### src/rtl/fg_period_scheduler_if.sv
// -----------------------------------------------------------------------------
// fg_period_scheduler_if
//
// Configuration channel into the function-generator period scheduler.
//
// Handshake: the producer (master) raises cfg_valid_i with a complete
// parameter set; a transfer happens on every rising clock edge where
// cfg_valid_i && cfg_ready_o. While cfg_valid_i is high and the transfer has
// not happened yet, the producer holds all cfg_* fields stable. cfg_ready_o
// may depend on scheduler state but never on cfg_valid_i.
//
// Signals (directions named from the scheduler's point of view):
//   cfg_valid_i      config offer
//   cfg_ready_o      config slot free
//   cfg_period_i     last CR value of a period (period = value+1 ticks)
//   cfg_on_i         CR value at which the fall begins
//   cfg_k_rise_i     rise slope
//   cfg_k_fall_i     fall slope
//   cfg_amplitude_i  amplitude
//   cfg_prescale_i   enable divider, one tick every prescale+1 cycles
//   cfg_burst_i      periods per run, 0 = continuous
// -----------------------------------------------------------------------------
interface fg_period_scheduler_if #(
    parameter int COUNTER_BITWIDTH   = 32,
    parameter int WAVEFORM_BITWIDTH  = 16,
    parameter int PRESCALER_BITWIDTH = 16,
    parameter int BURST_BITWIDTH     = 8
);
    logic                          cfg_valid_i;
    logic                          cfg_ready_o;
    logic [COUNTER_BITWIDTH-1:0]   cfg_period_i;
    logic [COUNTER_BITWIDTH-1:0]   cfg_on_i;
    logic [WAVEFORM_BITWIDTH-1:0]  cfg_k_rise_i;
    logic [WAVEFORM_BITWIDTH-1:0]  cfg_k_fall_i;
    logic [WAVEFORM_BITWIDTH-1:0]  cfg_amplitude_i;
    logic [PRESCALER_BITWIDTH-1:0] cfg_prescale_i;
    logic [BURST_BITWIDTH-1:0]     cfg_burst_i;

    modport master (
        output cfg_valid_i, cfg_period_i, cfg_on_i, cfg_k_rise_i, cfg_k_fall_i,
               cfg_amplitude_i, cfg_prescale_i, cfg_burst_i,
        input  cfg_ready_o
    );

    modport slave (
        input  cfg_valid_i, cfg_period_i, cfg_on_i, cfg_k_rise_i, cfg_k_fall_i,
               cfg_amplitude_i, cfg_prescale_i, cfg_burst_i,
        output cfg_ready_o
    );
endinterface

### src/rtl/fg_period_scheduler.sv
// -----------------------------------------------------------------------------
// fg_period_scheduler
//
// Sequencing controller for the function-generator waveform datapath. Owns
// the prescaler that generates the datapath clock enable, runs the period
// counter register (CR) and holds the active waveform configuration. New
// configurations are double-buffered while running and swapped in only at a
// period wrap, so the datapath never sees a torn parameter set. Supports
// start, stop-at-end-of-period and finite bursts.
//
// Ports:
//   clk_i, rst_i          clock, synchronous active-high reset
//   start_i, stop_i       run control (level, sampled every cycle)
//   cfg                   configuration channel (slave side)
//   clk_en_o              datapath clock enable (one tick per prescale+1 cycles)
//   cr_o                  counter register seen by the datapath
//   counter_o             active period (last CR value)
//   on_counter_o          active ON count
//   k_rise_o, k_fall_o    active slopes
//   amplitude_o           active amplitude
//   busy_o                scheduler not idle
//   period_done_o         one-cycle pulse after each period wrap
//   burst_done_o          one-cycle pulse after a finite burst completes
//   dbg_state_o           current FSM state (0 IDLE, 1 RUN, 2 STOPPING)
// -----------------------------------------------------------------------------
module fg_period_scheduler #(
    parameter int COUNTER_BITWIDTH   = 32,
    parameter int WAVEFORM_BITWIDTH  = 16,
    parameter int PRESCALER_BITWIDTH = 16,
    parameter int BURST_BITWIDTH     = 8
) (
    input  logic                         clk_i,
    input  logic                         rst_i,
    input  logic                         start_i,
    input  logic                         stop_i,
    fg_period_scheduler_if.slave         cfg,
    output logic                         clk_en_o,
    output logic [COUNTER_BITWIDTH-1:0]  cr_o,
    output logic [COUNTER_BITWIDTH-1:0]  counter_o,
    output logic [COUNTER_BITWIDTH-1:0]  on_counter_o,
    output logic [WAVEFORM_BITWIDTH-1:0] k_rise_o,
    output logic [WAVEFORM_BITWIDTH-1:0] k_fall_o,
    output logic [WAVEFORM_BITWIDTH-1:0] amplitude_o,
    output logic                         busy_o,
    output logic                         period_done_o,
    output logic                         burst_done_o,
    output logic [1:0]                   dbg_state_o
);

    typedef enum logic [1:0] {
        ST_IDLE     = 2'd0,
        ST_RUN      = 2'd1,
        ST_STOPPING = 2'd2
    } state_t;

    typedef struct packed {
        logic [COUNTER_BITWIDTH-1:0]   period;
        logic [COUNTER_BITWIDTH-1:0]   on_count;
        logic [WAVEFORM_BITWIDTH-1:0]  k_rise;
        logic [WAVEFORM_BITWIDTH-1:0]  k_fall;
        logic [WAVEFORM_BITWIDTH-1:0]  amplitude;
        logic [PRESCALER_BITWIDTH-1:0] prescale;
        logic [BURST_BITWIDTH-1:0]     burst;
    } cfg_t;

    state_t                        r_state;
    cfg_t                          r_active;
    cfg_t                          r_pending;
    logic                          r_pending_full;
    logic                          r_cfg_loaded;
    logic [PRESCALER_BITWIDTH-1:0] r_pc;
    logic [COUNTER_BITWIDTH-1:0]   r_cr;
    logic [BURST_BITWIDTH-1:0]     r_bc;
    logic                          r_period_done;
    logic                          r_burst_done;

    cfg_t                          w_cfg_in;
    logic                          w_tick;
    logic                          w_cfg_ready;
    logic                          w_accept;
    logic                          w_wrap;
    logic [BURST_BITWIDTH-1:0]     w_bc_next;
    logic                          w_burst_end;

    assign w_cfg_in = '{
        period:    cfg.cfg_period_i,
        on_count:  cfg.cfg_on_i,
        k_rise:    cfg.cfg_k_rise_i,
        k_fall:    cfg.cfg_k_fall_i,
        amplitude: cfg.cfg_amplitude_i,
        prescale:  cfg.cfg_prescale_i,
        burst:     cfg.cfg_burst_i
    };

    assign w_tick      = (r_pc == r_active.prescale);
    // IDLE writes straight to the active set, so the slot is always free there.
    assign w_cfg_ready = (r_state == ST_IDLE) || !r_pending_full;
    assign w_accept    = cfg.cfg_valid_i && w_cfg_ready;
    assign w_wrap      = w_tick && (r_cr == r_active.period);
    assign w_bc_next   = r_bc + 1'b1;
    // Equality (not >=) on purpose: lowering burst below bc+1 mid-run only
    // ends the run once bc wraps around.
    assign w_burst_end = (r_active.burst != '0) && (w_bc_next == r_active.burst);

    always_ff @(posedge clk_i) begin
        if (rst_i) begin
            r_state        <= ST_IDLE;
            r_active       <= '0;
            r_pending      <= '0;
            r_pending_full <= 1'b0;
            r_cfg_loaded   <= 1'b0;
            r_pc           <= '0;
            r_cr           <= '0;
            r_bc           <= '0;
            r_period_done  <= 1'b0;
            r_burst_done   <= 1'b0;
        end else begin
            r_period_done <= 1'b0;
            r_burst_done  <= 1'b0;
            r_pc          <= w_tick ? '0 : r_pc + 1'b1;

            case (r_state)
                ST_IDLE: begin
                    if (w_accept) begin
                        r_active     <= w_cfg_in;
                        r_cfg_loaded <= 1'b1;
                    end
                    if (start_i && !stop_i && (r_cfg_loaded || w_accept)) begin
                        r_state <= ST_RUN;
                        r_cr    <= '0;
                        r_pc    <= '0;
                        r_bc    <= '0;
                    end
                end

                ST_RUN, ST_STOPPING: begin
                    // An accept implies the slot is empty, so it never
                    // coincides with the pending->active swap below; a config
                    // taken on the wrap cycle waits for the next wrap.
                    if (w_accept) begin
                        r_pending      <= w_cfg_in;
                        r_pending_full <= 1'b1;
                    end
                    if ((r_state == ST_RUN) && stop_i) begin
                        r_state <= ST_STOPPING;
                    end
                    if (w_tick) begin
                        if (w_wrap) begin
                            r_cr          <= '0;
                            r_period_done <= 1'b1;
                            r_bc          <= w_bc_next;
                            if (r_pending_full) begin
                                r_active       <= r_pending;
                                r_pending_full <= 1'b0;
                            end
                            if ((r_state == ST_STOPPING) || w_burst_end) begin
                                r_state <= ST_IDLE;
                            end
                            r_burst_done <= w_burst_end;
                        end else begin
                            r_cr <= r_cr + 1'b1;
                        end
                    end
                end

                default: r_state <= ST_IDLE;
            endcase
        end
    end

    assign cfg.cfg_ready_o = w_cfg_ready;
    assign clk_en_o        = w_tick;
    // While idle the datapath is parked at the end of its period.
    assign cr_o            = (r_state == ST_IDLE) ? r_active.period : r_cr;
    assign counter_o       = r_active.period;
    assign on_counter_o    = r_active.on_count;
    assign k_rise_o        = r_active.k_rise;
    assign k_fall_o        = r_active.k_fall;
    assign amplitude_o     = r_active.amplitude;
    assign busy_o          = (r_state != ST_IDLE);
    assign period_done_o   = r_period_done;
    assign burst_done_o    = r_burst_done;
    assign dbg_state_o     = r_state;

endmodule

### src/flat_wrapper.sv
// flat-port wrapper written by rule: the top's interface ports become plain ports
module fg_period_scheduler_flat 
#(
    parameter int COUNTER_BITWIDTH   = 32,
    parameter int WAVEFORM_BITWIDTH  = 16,
    parameter int PRESCALER_BITWIDTH = 16,
    parameter int BURST_BITWIDTH     = 8
)
  (clk_i, rst_i, start_i, stop_i, clk_en_o, cr_o, counter_o, on_counter_o, k_rise_o, k_fall_o, amplitude_o, busy_o, period_done_o, burst_done_o, dbg_state_o, cfg_cfg_valid_i, cfg_cfg_period_i, cfg_cfg_on_i, cfg_cfg_k_rise_i, cfg_cfg_k_fall_i, cfg_cfg_amplitude_i, cfg_cfg_prescale_i, cfg_cfg_burst_i, cfg_cfg_ready_o);
  fg_period_scheduler_if #(.COUNTER_BITWIDTH(COUNTER_BITWIDTH), .WAVEFORM_BITWIDTH(WAVEFORM_BITWIDTH), .PRESCALER_BITWIDTH(PRESCALER_BITWIDTH), .BURST_BITWIDTH(BURST_BITWIDTH)) cfg_i ();
  input  logic clk_i;
  input  logic rst_i;
  input  logic start_i;
  input  logic stop_i;
  output logic clk_en_o;
  output logic [COUNTER_BITWIDTH-1:0] cr_o;
  output logic [COUNTER_BITWIDTH-1:0] counter_o;
  output logic [COUNTER_BITWIDTH-1:0] on_counter_o;
  output logic [WAVEFORM_BITWIDTH-1:0] k_rise_o;
  output logic [WAVEFORM_BITWIDTH-1:0] k_fall_o;
  output logic [WAVEFORM_BITWIDTH-1:0] amplitude_o;
  output logic busy_o;
  output logic period_done_o;
  output logic burst_done_o;
  output logic [1:0] dbg_state_o;
  input wire logic [$bits(cfg_i.cfg_valid_i)-1:0] cfg_cfg_valid_i;
  input wire logic [$bits(cfg_i.cfg_period_i)-1:0] cfg_cfg_period_i;
  input wire logic [$bits(cfg_i.cfg_on_i)-1:0] cfg_cfg_on_i;
  input wire logic [$bits(cfg_i.cfg_k_rise_i)-1:0] cfg_cfg_k_rise_i;
  input wire logic [$bits(cfg_i.cfg_k_fall_i)-1:0] cfg_cfg_k_fall_i;
  input wire logic [$bits(cfg_i.cfg_amplitude_i)-1:0] cfg_cfg_amplitude_i;
  input wire logic [$bits(cfg_i.cfg_prescale_i)-1:0] cfg_cfg_prescale_i;
  input wire logic [$bits(cfg_i.cfg_burst_i)-1:0] cfg_cfg_burst_i;
  output wire logic [$bits(cfg_i.cfg_ready_o)-1:0] cfg_cfg_ready_o;
  assign cfg_i.cfg_valid_i = cfg_cfg_valid_i;
  assign cfg_i.cfg_period_i = cfg_cfg_period_i;
  assign cfg_i.cfg_on_i = cfg_cfg_on_i;
  assign cfg_i.cfg_k_rise_i = cfg_cfg_k_rise_i;
  assign cfg_i.cfg_k_fall_i = cfg_cfg_k_fall_i;
  assign cfg_i.cfg_amplitude_i = cfg_cfg_amplitude_i;
  assign cfg_i.cfg_prescale_i = cfg_cfg_prescale_i;
  assign cfg_i.cfg_burst_i = cfg_cfg_burst_i;
  assign cfg_cfg_ready_o = cfg_i.cfg_ready_o;
  fg_period_scheduler #(.COUNTER_BITWIDTH(COUNTER_BITWIDTH), .WAVEFORM_BITWIDTH(WAVEFORM_BITWIDTH), .PRESCALER_BITWIDTH(PRESCALER_BITWIDTH), .BURST_BITWIDTH(BURST_BITWIDTH)) u_core (.clk_i(clk_i), .rst_i(rst_i), .start_i(start_i), .stop_i(stop_i), .cfg(cfg_i), .clk_en_o(clk_en_o), .cr_o(cr_o), .counter_o(counter_o), .on_counter_o(on_counter_o), .k_rise_o(k_rise_o), .k_fall_o(k_fall_o), .amplitude_o(amplitude_o), .busy_o(busy_o), .period_done_o(period_done_o), .burst_done_o(burst_done_o), .dbg_state_o(dbg_state_o));
endmodule
### config.mk
export PLATFORM = sky130hd
export DESIGN_NAME = fg_period_scheduler_flat
export DESIGN_NICKNAME = d
export VERILOG_FILES = /design/src/rtl/fg_period_scheduler_if.sv /design/src/rtl/fg_period_scheduler.sv /design/src/flat_wrapper.sv
export SDC_FILE = /design/constraint.sdc
export NUM_CORES = 1
export LEC_CHECK = 0
export CAP_MARGIN = 20
export CORE_UTILIZATION = 40
export DETAILED_ROUTE_END_ITERATION = 12
export GPL_ROUTABILITY_DRIVEN = 0
export GPL_TIMING_DRIVEN = 0
export PLACE_DENSITY = 0.62
export REMOVE_ABC_BUFFERS = 1
export SLEW_MARGIN = 20
export SYNTH_ARGS = -nofsm -noshare
export SYNTH_HDL_FRONTEND = slang
export SYNTH_SLANG_ARGS = --single-unit
### constraint.sdc
create_clock -name clk_i -period 3.1 [get_ports clk_i]
set_clock_uncertainty 0.1 [all_clocks]
set_input_delay 0.465 -clock clk_i [delete_from_list [all_inputs] [get_ports clk_i]]
set_output_delay 0.465 -clock clk_i [all_outputs]
set_load 0.005 [all_outputs]
# Yosys cells after proc, flatten, opt, wreduce, memory -nomap -nowiden
# Cells that the tools add are included.
# totals
register_bits	334
wordCells	89
# classes
n_bitwise	3
n_mux	28
n_eq_ne	10
n_addsub	3
n_reduce_logical	23
# ops
op	count
$mux 136	4
$pmux 136 s2	1
$mux 32	4
$pmux 32 s2	1
$mux 16	3
$add 32x1->32 const B	1
$eq 32x32->1	1
$mux 8	3
$add 16x1->16 const B	1
$eq 16x16->1	1
$pmux 8 s2	1
$mux 2	5
$add 8x1->8 const B	1
$eq 8x8->1	1
$ne 2x1->1 const B	4
$reduce_bool 8->1	1
$logic_and 1x1->1	6
$mux 1	5
$reduce_and 5->1	1
$pmux 2 s2	1
$reduce_and 2->1	2
$reduce_and 4->1	1
$reduce_bool 2->1	2
$reduce_or 4->1	1
other kinds (10)	15

# Longest topological paths before layout
# Gate-level depths: netlist of the first run.
# logic_depth
ltp_word	8
depth_mapped	11
ltp_nobuf	7

# Worst setup path before layout of the first run
# Ideal clock, no wire load.
# synth_path
kind	register to register
from	reg u_core.r_state[0], in the netlist u_core.dbg_state_o[0]
to	reg u_core.r_cr[23]
t_required_ns	2.929
setup_time_ns	0.071
setup_slack_ns	0.687
t_arrival_ns	2.243
path_buffers	3
path_stages_with_launch	11
synth_period_minus_slack_ns	2.413
path_cell_list	dfxtp_1 -> inv_1 -> ha_1 -> clkbuf_1 -> o21a_1 -> clkbuf_1 -> nor3_1 -> clkbuf_1 -> nand2_1 -> or3_1 -> a21oi_1
# synth_via
elab_chain_len	7
elab_cells_between_ends	13
cone_classes	eq/ne (4); mux (1); reduce/logical (8)
# synth_rtl
item	line	source
start, declared	fg_period_scheduler.sv:66	state_t r_state;
start signal, assigned	fg_period_scheduler.sv:107	r_state <= ST_IDLE;
start signal, assigned	fg_period_scheduler.sv:129	r_state <= ST_RUN;
start signal, assigned	fg_period_scheduler.sv:145	r_state <= ST_STOPPING;
$logic_not 2->1	fg_period_scheduler.sv:97, fg_period_scheduler.sv:122	
$logic_or 1x1->1	fg_period_scheduler.sv:97	assign w_cfg_ready = (r_state == ST_IDLE) || !r_pending_full;
$logic_and 1x1->1	fg_period_scheduler.sv:98	assign w_accept = cfg.cfg_valid_i && w_cfg_ready;
$logic_or 1x1->1	fg_period_scheduler.sv:128	if (start_i && !stop_i && (r_cfg_loaded || w_accept)) begin
$logic_and 1x1->1	fg_period_scheduler.sv:128	
$ne 2x2->1 (no source line)	-	
$reduce_and 3->1 (no source line)	-	
end signal, assigned	fg_period_scheduler.sv:161	r_cr <= r_cr + 1'b1;
end, declared	fg_period_scheduler.sv:72	logic [COUNTER_BITWIDTH-1:0] r_cr;
# Several ways; a longest one is shown, not always the timed one.
# A chain may end at the register's enable or synchronous reset.

# Worst setup path in the final report of the first run
# layout_path
from	reg u_core.r_state[1], in the netlist u_core.dbg_state_o[1]
to	out cr_o[4]
# layout_via
elab_chain_len	2
# layout_rtl
item	line	source
$logic_not 2->1	fg_period_scheduler.sv:174	assign cr_o = (r_state == ST_IDLE) ? r_active.period : r_cr;
$mux 32	fg_period_scheduler.sv:174	
end, declared	flat_wrapper.sv:16	output logic [COUNTER_BITWIDTH-1:0] cr_o;
# No other way between the ends.

==> run summary, run 1 <==
outcome -> finished, final reports clean
site row count -> 72
Netlist Area Pre-Place -> 15700 µm²
maximum fanout along the worst path -> 44
nets -> 2090
# setup viols final -> 0
vias in the first global route -> 12400
slew at the pin closest to its max-slew limit -> 711 ps
post-synth cell types -> 46
Max Freq -> 0.329 GHz
core box area -> 38600 µm²
# IOs -> 292
Seq pwr share -> 41.3%
Vias/cell -> 5.33
ranking of synthesized cells by area -> dfxtp_1 (43%), a21oi_1 (9.5%), mux2i_1 (8.7%), nand2_1 (7.4%), a211oi_1 (6.6%)
Rel. slew slack -> 52.4%
CTS H-tree lvls -> 2
overall die width -> 200 µm
FF+latch count, synth -> 334
Max-Cap Viols -> 0
number of synthesized flops with an enable pin -> 0
TritonCTS clock tree -> built
Logic pwr share -> 19.2%
Num Clock Sinks -> 334
drc violations -> 0
Crit. End Element -> primary output
placed cells -> 2399
share of cells above drive strength 1 -> 7.86%
clock tree buffer depth -> 3
Layout area overhead -> 27.3%
Yosys top cell by area -> dfxtp_1
Critical Path AT -> 2480 ps
worst reg-to-reg path cell count -> 7
critical path required time -> 2530 ps
FFs w/ async S/R, synth -> 0%
Ant. Diodes -> 0
DR iter-0 viols -> 705
syn avg cell area -> 8.58 µm²
CTS Buf Count -> 39
RSZ-0062 raised after global routing -> true
R2R Setup Slk -> 230 ps
first-pass GRT wire length -> 68.6 mm
HPWL after DPL -> 28.1 mm
Initial Utilization -> 40.6%
largest net degree at the start of global routing -> 116
crit path to -> cr_o[4]
Port-buffer cells -> 291
Pleak -> 6.72 nW
filler-free cell count of the finished design -> 2491
wire length per cell -> 18.3 µm
clock transition at the registers of the reported paths -> 60 ps
crit path time final -> 3040 ps
worst vdd ir -> 430 µV
Yosys top cell area share -> 42.7%
Tot GR Track Use -> 21.7%
count leader, synth -> dfxtp_1
Placed Area -> 18400 µm²
Syn Inst Count -> 1827
Critical Path Start Type -> flop
switching power -> 3.16 mW
Detailed Routing Iterations Pass 1 -> 7
total routed wirelength -> 45.5 mm
Root Buffer -> clkbuf_16
WS Path Type -> flop to primary output
yosys warns -> 0
Internal Power -> 8.46 mW
grt ovf -> 0
Final Hold Vio Count -> 0
top_reg_cell synth -> dfxtp_1
setup_tns -> 0 ps
total number of vias -> 13300
clock power share -> 39.6%
Die Y -> 200 µm
Power Dens Cells -> 582 nW/µm²
Post-Route Utilization -> 51.6%
fin area -> 20000 µm²
worst r2r dst -> u_core.r_bc[4]$_SDFFE_PP0P_
final worst-path cycle share -> 98.2%
Die Area -> 40000 µm²
Seq/Total Area, Yosys -> 42.7%
Worst R2R Start -> u_core.counter_o[0]$_SDFFE_PP0P_
Setup crit start -> u_core.dbg_state_o[1]$_SDFFE_PP0P_
antenna violations before repair -> 3
antenna viol nets, final -> 0
worst hold path type -> primary input to flop
fin. max-slew vios -> 0
Worst-Skew Late Latency -> 560 ps
Sw Share -> 27.2%
Design Power -> 11.6 mW
synth cell count leaders -> dfxtp_1 (334), nand2_1 (308), a21oi_1 (298)
repair_timing:
item / in CTS / in global routing
buffers inserted: 9 / 6
endpoints found under the setup margin: 172 / 129
resized for setup: 12 / 4
hold buffers: 0 / 0
pin swaps: 7 / 4
cloned: 3 / 2
final cells by class:
| cell class | count | area (µm²) |
|---|---|---|
| flip-flops and latches | 334 | 6690 |
| inverters | 13 | 48.8 |
| multi-input cells | 1224 | 7660 |
| well taps | 518 | 648 |
| repair buffers | 330 | 3640 |
| clock inverters | 10 | 86.3 |
| fillers | 3519 | 18700 |
| clock buffers | 62 | 1190 |
worst min-delay path by stage:
stage                                 startpoint                           endpoint  slack (ps)  depth (start not counted)
6_report                                   rst_i  u_core.r_pending[94]$_SDFFE_PP0P_         260                          2
3_3_place_gp   u_core.r_pending[17]$_SDFFE_PP0P_  u_core.r_pending[17]$_SDFFE_PP0P_         340                          2
5_1_grt                                    rst_i  u_core.r_pending[99]$_SDFFE_PP0P_         290                          2
3_5_place_dp   u_core.r_pending[69]$_SDFFE_PP0P_  u_core.r_pending[69]$_SDFFE_PP0P_         350                          2
4_1_cts                                    rst_i  u_core.r_pending[41]$_SDFFE_PP0P_         250                          2
2_1_floorplan   u_core.r_pending[0]$_SDFFE_PP0P_   u_core.r_pending[0]$_SDFFE_PP0P_         330                          2
logic make-up after synthesis:
| kind of cell | share of synthesized area, % |
|---|---|
| adder cells (fa/ha/maj) | 0.559 |
| XOR/XNOR | 4.95 |
| flip-flops | 42.7 |
| buffers and inverters | 9.56 |
| AND/OR/NAND/NOR | 13.4 |
| AO/OA/AOI/OAI | 18.2 |
| multiplexers | 10.8 |
layout by cell type (no fill, tap or decap), types with 13 or more instances in the layout:
cell type,Yosys,layout
dfxtp_1,334,334
nand2_1,308,308
a21oi_1,298,297
clkdlybuf4s50_1,0,287
a211oi_1,137,137
mux2i_1,137,137
xnor2_1,59,58
nor2_1,46,45
clkbuf_16,0,40
nand4_1,32,32
nand3_1,31,30
mux2_2,28,27
xor2_1,27,27
o21ai_0,23,23
or3_1,17,17
buf_16,0,16
buf_4,118,15
clkbuf_8,0,13
critical path: stages, from the launching register on:
cell	delay, ps
dfxtp_1	360
inv_2	110
ha_4	520
mux2_2	400
clkdlybuf4s50_1	490
sequential cells by signal (all words and copies together) (netlist names):
| signal | flops |
|---|---|
| u_core.r_pending | 136 |
| u_core.counter_o | 32 |
| u_core.on_counter_o | 32 |
| u_core.r_cr | 32 |
| u_core.r_active | 24 |
| u_core.amplitude_o | 16 |
| u_core.k_fall_o | 16 |
| u_core.k_rise_o | 16 |
| u_core.r_pc | 16 |
| u_core.r_bc | 8 |
| u_core.dbg_state_o | 2 |
| u_core.burst_done_o | 1 |
| u_core.period_done_o | 1 |
| u_core.r_cfg_loaded | 1 |
| u_core.r_pending_full | 1 |
layer usage:
metal / global-route usage, % / vias up / wire length, µm
met5: 0 / - / 41
li1: - / 6519 / -
met3: 7.26 / 73 / 3740
met1: 28.2 / 6335 / 19900
met4: 7.10 / 6 / 1090
met2: 33.8 / 353 / 20800
per-stage QoR:
stage	hold WS, ps	worst slack [ps]
floorplan	330	-6980
global placement	341	-14630
detailed placement	346	-864
CTS	250	5.53
global route	292	-10.4
finish	257	57.3
power groups by stage:
stage / registers (mW) / logic, mW / clock network (mW)
after global placement: 4.88 / 2.22 / 0
after global routing: 4.83 / 2.41 / 4.88
after CTS: 4.80 / 2.21 / 4.72
after detailed placement: 4.88 / 2.15 / 0
final: 4.80 / 2.23 / 4.60
after floorplan: 4.85 / 1.05 / 0
No activity file was read; power rests on OpenSTA's default activity.
==> inputs of run 2 (changes only) <==
--- a/config.mk
+++ b/config.mk
@@ -5,14 +5,15 @@
 export SDC_FILE = /design/constraint.sdc
 export NUM_CORES = 1
 export LEC_CHECK = 0
+export ABC_AREA = 1
 export CAP_MARGIN = 20
 export CORE_UTILIZATION = 40
 export DETAILED_ROUTE_END_ITERATION = 12
 export GPL_ROUTABILITY_DRIVEN = 0
 export GPL_TIMING_DRIVEN = 0
-export PLACE_DENSITY = 0.62
+export PLACE_DENSITY = 0.61
 export REMOVE_ABC_BUFFERS = 1
-export SLEW_MARGIN = 20
+export SLEW_MARGIN = 15
 export SYNTH_ARGS = -nofsm -noshare
 export SYNTH_HDL_FRONTEND = slang
 export SYNTH_SLANG_ARGS = --single-unit
==> run summary, run 2 <==
outcome -> finished, final reports clean
share of cells above drive strength 1 -> 7.04%
first-pass GRT wire length -> 76.8 mm
worst hold path type -> primary input to flop
site row count -> 73
Max-Cap Viols -> 0
Critical Path Start Type -> flop
Rel. slew slack -> 49.1%
# IOs -> 292
crit path time final -> 2990 ps
nets -> 2496
worst vdd ir -> 592 µV
yosys warns -> 0
largest net degree at the start of global routing -> 101
Post-Route Utilization -> 50.8%
final worst-path cycle share -> 96.4%
switching power -> 4.35 mW
slew at the pin closest to its max-slew limit -> 763 ps
Synth Area in Adders -> 0.534%
drc violations -> 0
antenna violations before repair -> 4
synth cell count leaders -> nand2_1 (460), dfxtp_1 (334), a21oi_1 (251)
Power Dens Cells -> 675 nW/µm²
Pleak -> 7.24 nW
Sw Share -> 31.6%
wire length per cell -> 16.6 µm
Yosys top cell by area -> dfxtp_1
Port-buffer cells -> 291
CTS H-tree lvls -> 2
Tot GR Track Use -> 23.0%
# setup viols final -> 0
Crit. End Element -> primary output
Netlist Area Pre-Place -> 16400 µm²
core box area -> 40100 µm²
commonest non-fill, non-tap cell in the layout -> nand2_1
antenna viol nets, final -> 0
HPWL after DPL -> 29.7 mm
clock power share -> 34.1%
largest family of logic cells by synthesized area -> compound AO/OA/AOI/OAI gates
number of synthesized flops with an enable pin -> 0
CP max-delay cell -> clkdlybuf4s50_1
Critical Path AT -> 2420 ps
clock tree buffer depth -> 3
placed cells -> 2817
Root Buffer -> clkbuf_16
Simple-Gate Fraction of Synth Area -> 18.6%
Seq pwr share -> 37.6%
Yosys top cell area share -> 40.7%
Layout area overhead -> 24.1%
FF+latch count, synth -> 334
vias in the first global route -> 14400
top_reg_cell synth -> dfxtp_1
Seq/Total Area, Yosys -> 40.7%
Num Clock Sinks -> 334
Worst-Skew Late Latency -> 560 ps
TritonCTS clock tree -> built
Detailed Routing Iterations Pass 1 -> 5
ranking of synthesized cells by area -> dfxtp_1 (41%), nand2_1 (11%), a21oi_1 (7.7%), o21ai_0 (6.5%), inv_1 (5.6%)
Logic pwr share -> 28.3%
post-synthesis xor/xnor area fraction -> 2.29%
Die Area -> 41900 µm²
Largest Register -> u_core.r_pending
overall die width -> 205 µm
filler-free cell count of the finished design -> 2900
maximum fanout along the worst path -> 16
CTS Buf Count -> 39
Internal Power -> 9.40 mW
Vias/cell -> 5.13
Initial Utilization -> 40.9%
Die Y -> 205 µm
syn avg cell area -> 7.31 µm²
post-synthesis mux area share -> 0%
count leader, synth -> nand2_1
grt ovf -> 0
FFs w/ async S/R, synth -> 0%
RSZ-0062 raised after global routing -> true
total number of vias -> 14900
commonest non-fill, non-tap cells in the layout -> nand2_1 (460), dfxtp_1 (332), clkdlybuf4s50_1 (290), a21oi_1 (251), inv_1 (244)
Synth Area in Compound Gates -> 22.8%
post-synth cell types -> 38
Max Freq -> 0.335 GHz
total routed wirelength -> 48.2 mm
clock transition at the registers of the reported paths -> 50 ps
Largest register FFs -> 136
Syn Inst Count -> 2247
critical path required time -> 2530 ps
setup_tns -> 0 ps
fin. max-slew vios -> 0
CP max stage delay -> 560 ps
WS Path Type -> flop to primary output
DR iter-0 viols -> 868
crit-path cells -> inv_1 -> ha_4 -> buf_4 -> buf_8 -> o21ai_0 -> clkdlybuf4s50_1
Final Hold Vio Count -> 0
## run 2: cell types whose count changed after synthesis, moves of 17 or more
cell / delta
a211oi_1: -136
a211oi_2: +38
a21oi_1: -47
inv_1: +233
mux2_2: -28
mux2i_1: -137
nand2_1: +152
nand3_1: +27
nor2_1: +88
nor3_1: +25
o2111ai_1: +97
o21ai_0: +191
or3_1: -17
xnor2_1: -39
## run 2: power groups by stage
stage | Clock, mW | Combinational (mW) | Sequential, mW
finish | 4.68 | 3.90 | 5.17
global route | 4.95 | 4.32 | 5.23
CTS | 4.80 | 3.92 | 5.17
detailed placement | 0 | 3.78 | 5.25
global placement | 0 | 3.74 | 5.25
floorplan | 0 | 2.04 | 5.22
## run 2: worst paths after layout
path,from,end,slack [ps],depth (start not counted)
worst max-delay path,u_core.dbg_state_o[0]$_SDFFE_PP0P_,cr_o[31],110,6
worst min-delay path,rst_i,u_core.on_counter_o[2]$_SDFFE_PP0P_,330,2
worst max register to register,u_core.dbg_state_o[1]$_SDFFE_PP0P_,u_core.amplitude_o[1]$_SDFFE_PP0P_,200,14
worst min register to register,u_core.r_pending[6]$_SDFFE_PP0P_,u_core.r_pending[6]$_SDFFE_PP0P_,350,2
## run 2: cell type report
| cell class | count | area (µm²) |
|---|---|---|
| Inverter | 255 | 970 |
| Tap cell | 525 | 657 |
| Antenna cell | 2 | 5.00 |
| Sequential cell | 334 | 6690 |
| Clock buffer | 55 | 1160 |
| Timing Repair Buffer | 320 | 3400 |
| Clock inverter | 11 | 130 |
| Fill cell | 3883 | 19700 |
| Multi-Input combinational cell | 1398 | 7370 |
## run 2: routing by layer
| metal | wire length (µm) | track usage (%) | vias up |
|---|---|---|---|
| li1 | - | - | 7523 |
| met1 | 21300 | 28.6 | 6893 |
| met2 | 21700 | 37.3 | 384 |
| met3 | 4260 | 7.72 | 64 |
| met4 | 850 | 6.82 | 6 |
| met5 | 40 | 0 | - |
## run 2: cells by family (layout without fill, tap and decap cells)
family	count (synthesis)	in the layout
AOI/OAI and AO/OA	607	607
xor gates and xnor gates	43	43
other	0	2
and+or+nand+nor	737	741
adders and majority gates	7	7
buffers and inverters	519	641
DFF	334	334
## run 2: what timing repair did
item	in CTS	in global routing
hold buffers	0	0
cloned	4	0
buffers inserted	6	5
pin swaps	4	1
resized for setup	9	3
endpoints found under the setup margin	182	96
## run 2: worst max-delay path, delay by kind of cell, from the launching register on
kind                     cells  cell delay, ps
flip-flops                   1             390
buffers and inverters        4            1040
adder cells (fa/ha/maj)      1             170
AO/OA/AOI/OAI                1             270
## run 2: through the flow
stage | instance area [µm²] | total power [mW] | setup slack (ps) | hold slack [ps]
floorplan | 14900 | 7.25 | -8100 | 326
global placement | 18500 | 8.99 | -15230 | 333
detailed placement | 18900 | 9.03 | -1070 | 340
CTS | 20300 | 13.9 | -9.66 | 319
global route | 20400 | 14.5 | -11.2 | 361
finish | 20400 | 13.8 | 113 | 334
==> inputs of run 3 (changes only) <==
--- a/config.mk
+++ b/config.mk
@@ -8,6 +8,7 @@
 export ABC_AREA = 1
 export CAP_MARGIN = 20
 export CORE_UTILIZATION = 40
+export CTS_BUF_LIST = sky130_fd_sc_hd__clkbuf_4
 export DETAILED_ROUTE_END_ITERATION = 12
 export GPL_ROUTABILITY_DRIVEN = 0
 export GPL_TIMING_DRIVEN = 0
==> run summary, run 3 (synthesis results as in run 2) <==
total routed wirelength -> 49.4 mm
Worst-Skew Late Latency -> 790 ps
overall die width -> 205 µm
# IOs -> 292
clock transition at the registers of the reported paths -> 70 ps
Die Area -> 41900 µm²
grt ovf -> 0
area of the multi-input gates -> 7390 µm²
largest net degree at the start of global routing -> 101
outcome -> finished, final reports clean
Filler cells -> 3922
commonest non-fill, non-tap cells in the layout -> nand2_1 (460), dfxtp_1 (332), clkdlybuf4s50_1 (283), a21oi_1 (251), inv_1 (243)
clock tree buffer depth -> 3
Rel. slew slack -> 45.2%
drc violations -> 0
Pleak -> 7.44 nW
Largest Register -> u_core.r_pending
CTS H-tree lvls -> 3
critical path's top delay family -> buffers and inverters
Initial Utilization -> 40.9%
crit path time final -> 2990 ps
final worst-path cycle share -> 96.6%
nets -> 2551
CP Buf/Inv Count -> 3
placed cells -> 2817
Crit. End Element -> primary output
vias in the first global route -> 14800
share of cells above drive strength 1 -> 10.3%
core box area -> 40100 µm²
maximum fanout along the worst path -> 16
Root Buffer -> clkbuf_4
Final Hold Vio Count -> 0
antenna viol nets, final -> 0
Vias/cell -> 5.09
Power Dens Cells -> 655 nW/µm²
Die Y -> 205 µm
crit-path cells -> inv_1 -> ha_4 -> buf_8 -> o21ai_1 -> clkdlybuf4s50_1
site row count -> 73
critical path required time -> 2530 ps
# setup viols final -> 0
first-pass GRT wire length -> 77.8 mm
DR iter-0 viols -> 837
CP max stage delay -> 550 ps
slew at the pin closest to its max-slew limit -> 821 ps
post-place setup slack -> -1070 ps
Port-buffer cells -> 291
wire length per cell -> 16.5 µm
final worst setup slack -> 105 ps
worst hold path type -> primary input to flop
WS Path Type -> flop to primary output
Critical Path AT -> 2430 ps
RSZ-0062 raised after global routing -> false
Detailed Routing Iterations Pass 1 -> 4
CTS Buf Count -> 92
commonest non-fill, non-tap cell in the layout -> nand2_1
fin. max-slew vios -> 0
Max Freq -> 0.334 GHz
TritonCTS clock tree -> built
Num Clock Sinks -> 334
filler-free cell count of the finished design -> 2997
Tot GR Track Use -> 23.3%
Layout area overhead -> 24.3%
worst vdd ir -> 408 µV
Largest register FFs -> 136
sequential standard cell area -> 6690 µm²
total number of vias -> 15300
Critical Path Start Type -> flop
CP max-delay cell -> clkdlybuf4s50_1
antenna violations before repair -> 5
Max-Cap Viols -> 0
Design Power -> 13.4 mW
HPWL after DPL -> 29.7 mm
-- run 3: path summary, 6_finish.rpt --
| path | start | end | slack [ps] | depth (start not counted) |
|---|---|---|---|---|
| setup / recovery | u_core.dbg_state_o[0]$_SDFFE_PP0P_ | cr_o[12] | 110 | 5 |
| hold / removal | rst_i | u_core.amplitude_o[11]$_SDFFE_PP0P_ | 100 | 2 |
| setup reg to reg | u_core.dbg_state_o[0]$_SDFFE_PP0P_ | u_core.k_rise_o[12]$_SDFFE_PP0P_ | 240 | 12 |
| hold reg to reg | u_core.r_pending[6]$_SDFFE_PP0P_ | u_core.r_pending[6]$_SDFFE_PP0P_ | 350 | 2 |
-- run 3: power breakdown --
group / total, mW / leakage, nW / switching, mW / internal [mW]
clock network: 4.23 / 0.711 / 1.91 / 2.31
registers: 5.17 / 2.73 / 0.326 / 4.84
logic: 3.97 / 4.00 / 2.22 / 1.74
total: 13.4 / 7.44 / 4.46 / 8.90
-- run 3: per-stage QoR --
| stage | hold slack [ps] | setup TNS [ps] | utilization [%] | instance area, µm² |
|---|---|---|---|---|
| CTS | 40.9 | 0 | 50.6 | 20300 |
| finish | 97.8 | 0 | 50.9 | 20400 |
| global route | 87.2 | 0 | 50.9 | 20400 |
| global placement | 333 | -4242310 | 46.1 | 18500 |
| floorplan | 326 | -1908660 | - | 14900 |
| detailed placement | 340 | -94890 | 47.1 | 18900 |
-- run 3: cell type report --
class	count	area share, %
Tap cell	525	3.22
Antenna cell	4	0.0491
Sequential cell	334	32.8
Clock buffer	135	4.97
Inverter	255	4.77
Multi-Input combinational cell	1398	36.2
Timing Repair Buffer	322	16.9
Clock inverter	24	1.01
-- run 3: routing by layer --
metal	vias up	wire length (µm)	GRT usage [%]
met5	-	40	0
met4	6	773	8.13
met3	66	4400	8.67
met2	406	22600	37.4
met1	7076	21600	28.3
li1	7706	-	-
-- run 3: timing repair --
| item | CTS | global route |
|---|---|---|
| setup buffers | 8 | 4 |
| hold buffers | 0 | 0 |
| pin swaps | 4 | 2 |
| endpoints found under the setup margin | 211 | 72 |
| resized for setup | 15 | 18 |
| endpoints found under the hold margin | 0 | 0 |
| gates cloned | 4 | 1 |
